--- src/rtl/dmem_arbiter.sv ---
// Two-port arbiter for a single-port, word-addressed data memory.
// Round-robin grant selection, out-of-range checking, and read data returned to the requester that issued the read.
module dmem_arbiter #(
  parameter int AW          = 32,
  parameter int DW          = 32,
  parameter int DEPTH       = 1024,
  parameter int BURST_LIMIT = 4
) (
  input  logic          clk,
  input  logic          reset,
  input  logic          a_req,
  input  logic          a_we,
  input  logic [AW-1:0] a_addr,
  input  logic [DW-1:0] a_wdata,
  output logic          a_gnt,
  output logic          a_rvalid,
  output logic [DW-1:0] a_rdata,
  output logic          a_err,
  input  logic          b_req,
  input  logic          b_we,
  input  logic [AW-1:0] b_addr,
  input  logic [DW-1:0] b_wdata,
  output logic          b_gnt,
  output logic          b_rvalid,
  output logic [DW-1:0] b_rdata,
  output logic          b_err,
  output logic [AW-1:0] mem_address,
  output logic [DW-1:0] mem_data_in,
  output logic          mem_write_enable,
  output logic          mem_read_enable,
  input  logic [DW-1:0] mem_data_out
);

  typedef enum logic { OWN_A, OWN_B } owner_t;
  typedef enum logic [1:0] { PEND_NONE, PEND_A, PEND_B } pend_t;

  owner_t        last_owner;
  pend_t         pend_owner;
  logic [3:0]    burst_cnt;
  logic [DW-1:0] a_rdata_q, b_rdata_q;

  logic          granted, sel_we, in_range, other_req, same_owner;
  logic [AW-1:0] sel_addr;
  logic [DW-1:0] sel_wdata;

  // When both ports request, the port that did not own the last grant wins.
  // The burst limit also selects that port, so both rules give the same result.
  always_comb begin
    a_gnt = 1'b0;
    b_gnt = 1'b0;
    if (a_req && !b_req) begin
      a_gnt = 1'b1;
    end else if (b_req && !a_req) begin
      b_gnt = 1'b1;
    end else if (a_req && b_req) begin
      a_gnt = (last_owner == OWN_B);
      b_gnt = (last_owner == OWN_A);
    end
  end

  always_comb begin
    granted          = a_gnt || b_gnt;
    sel_we           = b_gnt ? b_we    : a_we;
    sel_addr         = b_gnt ? b_addr  : a_addr;
    sel_wdata        = b_gnt ? b_wdata : a_wdata;
    in_range         = (sel_addr < AW'(DEPTH));
    other_req        = a_gnt ? b_req : a_req;
    same_owner       = (a_gnt && last_owner == OWN_A) || (b_gnt && last_owner == OWN_B);
    mem_write_enable = granted && in_range && sel_we;
    mem_read_enable  = granted && in_range && !sel_we;
    mem_address      = (granted && in_range) ? sel_addr  : '0;
    mem_data_in      = (granted && in_range) ? sel_wdata : '0;
  end

  always_ff @(posedge clk or posedge reset) begin
    if (reset) begin
      last_owner <= OWN_B;
      burst_cnt  <= 4'd0;
    end else if (granted) begin
      last_owner <= a_gnt ? OWN_A : OWN_B;
      if (same_owner && other_req)
        burst_cnt <= (burst_cnt >= 4'(BURST_LIMIT)) ? 4'(BURST_LIMIT) : burst_cnt + 4'd1;
      else
        burst_cnt <= 4'd1;
    end
  end

  // Out-of-range reads still return a response, flagged by err and carrying zero data.
  always_ff @(posedge clk or posedge reset) begin
    if (reset) begin
      a_rvalid   <= 1'b0;
      b_rvalid   <= 1'b0;
      a_err      <= 1'b0;
      b_err      <= 1'b0;
      pend_owner <= PEND_NONE;
    end else begin
      a_rvalid   <= a_gnt && !a_we;
      b_rvalid   <= b_gnt && !b_we;
      a_err      <= a_gnt && !in_range;
      b_err      <= b_gnt && !in_range;
      pend_owner <= mem_read_enable ? (a_gnt ? PEND_A : PEND_B) : PEND_NONE;
    end
  end

  always_comb begin
    a_rdata = a_rdata_q;
    b_rdata = b_rdata_q;
    if (a_rvalid)
      a_rdata = (pend_owner == PEND_A) ? mem_data_out : '0;
    if (b_rvalid)
      b_rdata = (pend_owner == PEND_B) ? mem_data_out : '0;
  end

  always_ff @(posedge clk or posedge reset) begin
    if (reset) begin
      a_rdata_q <= '0;
      b_rdata_q <= '0;
    end else begin
      if (a_rvalid)
        a_rdata_q <= a_rdata;
      if (b_rvalid)
        b_rdata_q <= b_rdata;
    end
  end

endmodule

--- config.mk ---
export PLATFORM = sky130hd
export DESIGN_NAME = dmem_arbiter
export DESIGN_NICKNAME = d
export VERILOG_FILES = /design/src/rtl/dmem_arbiter.sv
export SDC_FILE = /design/constraint.sdc
export NUM_CORES = 1
export LEC_CHECK = 0
export BUFFER_PORTS_ARGS = -buffer_cell sky130_fd_sc_hd__buf_2
export CAP_MARGIN = 20
export CORE_AREA = 2 2 117 119
export DETAILED_ROUTE_END_ITERATION = 16
export DIE_AREA = 0 0 119 121
export GPL_TIMING_DRIVEN = 0
export PLACE_DENSITY = 0.72
export SLEW_MARGIN = 20
export SYNTH_ARGS = -nofsm -noshare
export SYNTH_HDL_FRONTEND = slang
export SYNTH_SLANG_ARGS = --single-unit
--- constraint.sdc ---
create_clock -name clk -period 2.6 [get_ports clk]
set_input_delay 0.39 -clock clk [delete_from_list [all_inputs] [get_ports clk]]
set_output_delay 0.39 -clock clk [all_outputs]
set_load 0.01 [all_outputs]
# [Word-level counts from Yosys, hierarchy flattened]
# Cells that the tools add are included.
# W data, S select, Z words.
[totals] reg_bits=71 latch_bits=0 mem_bits_rw=0 mem_bits_ro=0 in_bits=166 out_inout_bits=136 wordCells=47 memories=0
[classes] addsub=0 n_mul=0 div_mod_pow=0 magnitude_cmp=1 n_eq_ne=2 n_shift=0 muxes=18 bitwise=1 n_reduce_logical=17
[op_table] operator="$mux W32" count=8
[op_table] operator="$lt A32 B11 Y1 const B" count=1
[op_table] operator="$logic_and A1 B1 Y1" count=10
[op_table] operator="$mux W1" count=8
[op_table] operator="$logic_not A1 Y1" count=6
[op_table] operator="$mux W2" count=2
[op_table] operator="$eq A2 B1 Y1 const B" count=1
[op_table] operator="$eq A2 B2 Y1 const B" count=1
[op_table] operator="$logic_or A1 B1 Y1" count=1
[op_table] operator="$not A1 Y1" count=1

# [Longest topological paths before layout]
[depth] ltp_word=9 ltp_mapped=6 ltp_nobuf=5

# [Worst setup path before layout]
# No wires, ideal clock.
[synth_path] path_type="input port to output port" from="input b_addr[30]" to="output mem_data_in[22]" t_arrival_ps=1715 t_required_ps=2210 slack_ps=495 stages=5 path_buffers=1 cell_sequence="or4_4 -> nor4_4 -> o22ai_2 -> buf_6 -> a21oi_2"
[synth_between] elab_chain_cells=4
[synth_rtl] element="start, declared" line_no="21" text="input logic [AW-1:0] b_addr,"
[synth_rtl] element="$mux W32" line_no="64" text="sel_addr = b_gnt ? b_addr : a_addr;"
[synth_rtl] element="$lt A32 B11 Y1" line_no="66" text="in_range = (sel_addr < AW'(DEPTH));"
[synth_rtl] element="$logic_and A1 B1 Y1" line_no="72" text="mem_data_in = (granted && in_range) ? sel_wdata : '0;"
[synth_rtl] element="$mux W32" line_no="72"
[synth_rtl] element="end, declared" line_no="28" text="output logic [DW-1:0] mem_data_in,"
# No other way between the ends.

# [Worst setup path after layout]
[layout_path] from="register last_owner" to="output mem_data_in[26]"
[layout_between] elab_chain_cells=8 elab_cells_between_ends=13 cone_classes="order compare: 1; mux: 9; bitwise: 1; reduce/logical: 2"
[layout_rtl] element="start, declared" line_no="37" text="owner_t last_owner;"
[layout_rtl] element="start signal, assigned" line_no="80" text="last_owner <= a_gnt ? OWN_A : OWN_B;"
[layout_rtl] element="$not A1 Y1"
[layout_rtl] element="$mux W1" line_no="55" text="end else if (a_req && b_req) begin"
[layout_rtl] element="$mux W1" line_no="53" text="end else if (b_req && !a_req) begin"
[layout_rtl] element="$mux W1" line_no="51" text="if (a_req && !b_req) begin"
[layout_rtl] element="$mux W32" line_no="64"
[layout_rtl] element="$lt A32 B11 Y1" line_no="66"
[layout_rtl] element="$logic_and A1 B1 Y1" line_no="72"
[layout_rtl] element="$mux W32 (*)" line_no="72"
# Mark *: on every way between the ends. The rest lies on a longest branch, timed or not.

==> results.md <==
* Status: complete, no violations
* Most used DFF post-synth: dfrtp_1
* Top delay family on crit path: flip-flops
* Final Util at 0.500
* Htree depth at 3
* Global route overflow at 0
* RSZ-0062 raised after global routing: yes
* First-pass GRT wire length at 25400 µm
* Crit path buf inv count at 3
* Final setup vio count at 0
* Initial antenna violation count at 0
* Design Power at 2.67 mW
* Share of cells above drive strength 1 at 0.452
* Clk buf depth at 2
* CTS Hold Bufs at 0
* DRT Wirelength at 17100 µm
* CTS sink cnt at a little over 70
* Clock Skew at roughly 0.0032 ns
* Syn Std Cell Area at about 0.0043 mm²
* Setup TNS at 0 ns
* Post-Synthesis Cells at approximately 560
* IO Pins at between 300 and 400
* Crit Path Max Fanout at 10
* Violation count after the first detailed-routing iteration at 352
* Pleak at ~3.2 nW
* Final Cycle Share at 0.989
* Top post-synthesis cells by area: dfrtp_1 41%, o21ai_0 15%, nand3_1 10%, a21oi_2 8.0%, inv_1 5.9%
* Slew Limit Fails at 0
* PwrDens at 408 mW/mm²
* CTS clk-pin slew, worst paths at 0.06 ns
* Worst skew pair latency at 0.33 ns
* Via density per instance at 4.78
* Largest net degree at the start of global routing at between 40 and 50
* Count of cell types in the netlist at 28
* CTS tree: yes
* Worst-path cell chain: a21bo_4, inv_8, nor4_4, o22ai_4, buf_8, a21oi_2, buf_4
* WS Path Type: flip-flop to primary output
* Non-filler cells in the finished layout at between 1k and 1.5k
* Crit path required time at between 2 and 2.5 ns
* CTS root buf: clkbuf_16
* VDD IR-drop max at 0.231 mV
* Register area share after synthesis at 0.414
* #FFs+latches synth at between 70 and 80
* Top cell type's share of synthesized area at 0.408
* Arrival time of the worst setup path at around 2.2 ns
* IO Port Bufs at approximately 280
* Initial Utilization at 0.328
* Die footprint at about 0.014 mm²
* Total vias in the final route at 5066
* Area Overhead vs Synth at 52.3%
* Placer Congestion at between 0.8 and 0.9
* Final min period at around 2.6 ns
* Achievable frequency at between 300 and 400 MHz
* DIE WIDTH at ~120 µm
* Post-synth top cells: 129 x o21ai_0, 86 x nand3_1, 70 x dfrtp_1, 67 x inv_1, 66 x nand2_1
* Worst Hold Class: input pin to async pin
* Placed inst area at 0.00601 mm²
* Yosys warns at 0
* DP HPWL at about 14000 µm
* Vias in the first global route at between 4k and 5k
* Post-Place Cells at around 1.0k
* Remaining antenna violation count at 0
* Core Region at about 0.013 mm²
* Maxcap violations at 0
* Post-synth EDFFs at 0
* Nets at about 1.0k
* Wire per inst at 16.1 µm
* Count leader, synth: o21ai_0
* Startpoint Class: flip-flop
* Die extent in y at about 120 µm
* Total CTS buffers at 9
* Total global routing track utilization at 0.227
* Final hold violations at 0
* Crit-path slowest cell: dfstp_2
* Largest area contributor in the netlist: dfrtp_1
* Asr flop ratio synth at 1.00
* Drt pass-1 iters at 4
* Crit end category: primary output
* Fin area at around 0.0065 mm²
* Synth Area per Inst at just under 8 µm²
* CP max stage delay at roughly 0.55 ns
* Row count at between 40 and 50
* # DRC at 0
cell families (layout without fill, tap and decap cells):
family / Yosys count / count (layout) / share of synthesized area
AOI/OAI and AO/OA: 177 / 178 / 0.244
DFF: 71 / 71 / 0.414
buffers and inverters: 134 / 436 / 0.144
other: 1 / 23 / 0.000873
and+or+nand+nor: 176 / 176 / 0.197
per-stage QoR:
step | setup WS, ns | hold slack, ns
after floorplan | 0.415 | 0.453
after global placement | -0.533 | 0.466
after detailed placement | -0.187 | 0.418
after CTS | -0.0119 | 0.0666
after global routing | -0.0842 | 0.0882
final | 0.0283 | 0.0591
report_power, final:
group | internal [mW] | switching, mW | leakage (nW) | total [mW]
logic | 0.148 | 0.192 | 2.11 | 0.341
registers | 1.11 | 0.0102 | 0.983 | 1.12
clock network | 0.739 | 0.462 | 0.142 | 1.20
final timing paths:
path	start	to	slack, ns	cells after the start
min in group clk	b_we	b_rvalid	0.27	2
max in group asynchronous	reset	last_owner	1.93	3
min reg2reg	last_owner	last_owner	0.50	2
max	last_owner	mem_data_in[26]	0.03	7
max reg2reg	last_owner	pend_owner[0]	0.92	6
min	reset	a_rdata_q[12]	0.06	2
repair_timing:
| action | CTS | global route |
|---|---|---|
| pin swaps | 0 | 4 |
| gates cloned | 0 | 3 |
| buffers inserted | 0 | 6 |
| resized for setup | 11 | 41 |
| endpoints found under the setup margin | 104 | 83 |
cell type report:
cell class	instances	area [µm²]
Inverter	68	265
Timing Repair Buffer	288	1550
Sequential cell	71	1780
Buffer	64	393
Fill cell	1338	6550
Tap cell	176	220
Clock buffer	10	229
Multi-Input combinational cell	376	2040
Clock inverter	6	61.3
Antenna cell	1	2.50
placed cells by master (no fill, tap or decap), types with 6 or more instances in the layout:
cell type	count
a21oi_1	6
clkbuf_16	11
nand2_1	66
nand3_1	86
nor4_1	8
conb_1	22
buf_6	6
clkbuf_2	15
dfrtp_1	69
o21ai_0	129
a21oi_2	36
inv_1	66
clkbuf_1	21
buf_4	32
buf_2	273
flip-flops by register name, summed over array words and instances (netlist names):
| register | count |
|---|---|
| pend_owner | 2 |
| b_rvalid | 1 |
| b_err | 1 |
| a_rdata_q | 32 |
| last_owner | 1 |
| a_err | 1 |
| b_rdata_q | 32 |
| a_rvalid | 1 |
per-layer routing:
metal / track usage / wire length (µm)
met5: 0 / 0
met4: 0.0766 / 408
met3: 0.0536 / 1340
met2: 0.388 / 8400
met1: 0.280 / 6900
No activity file was read; power rests on OpenSTA's default activity.
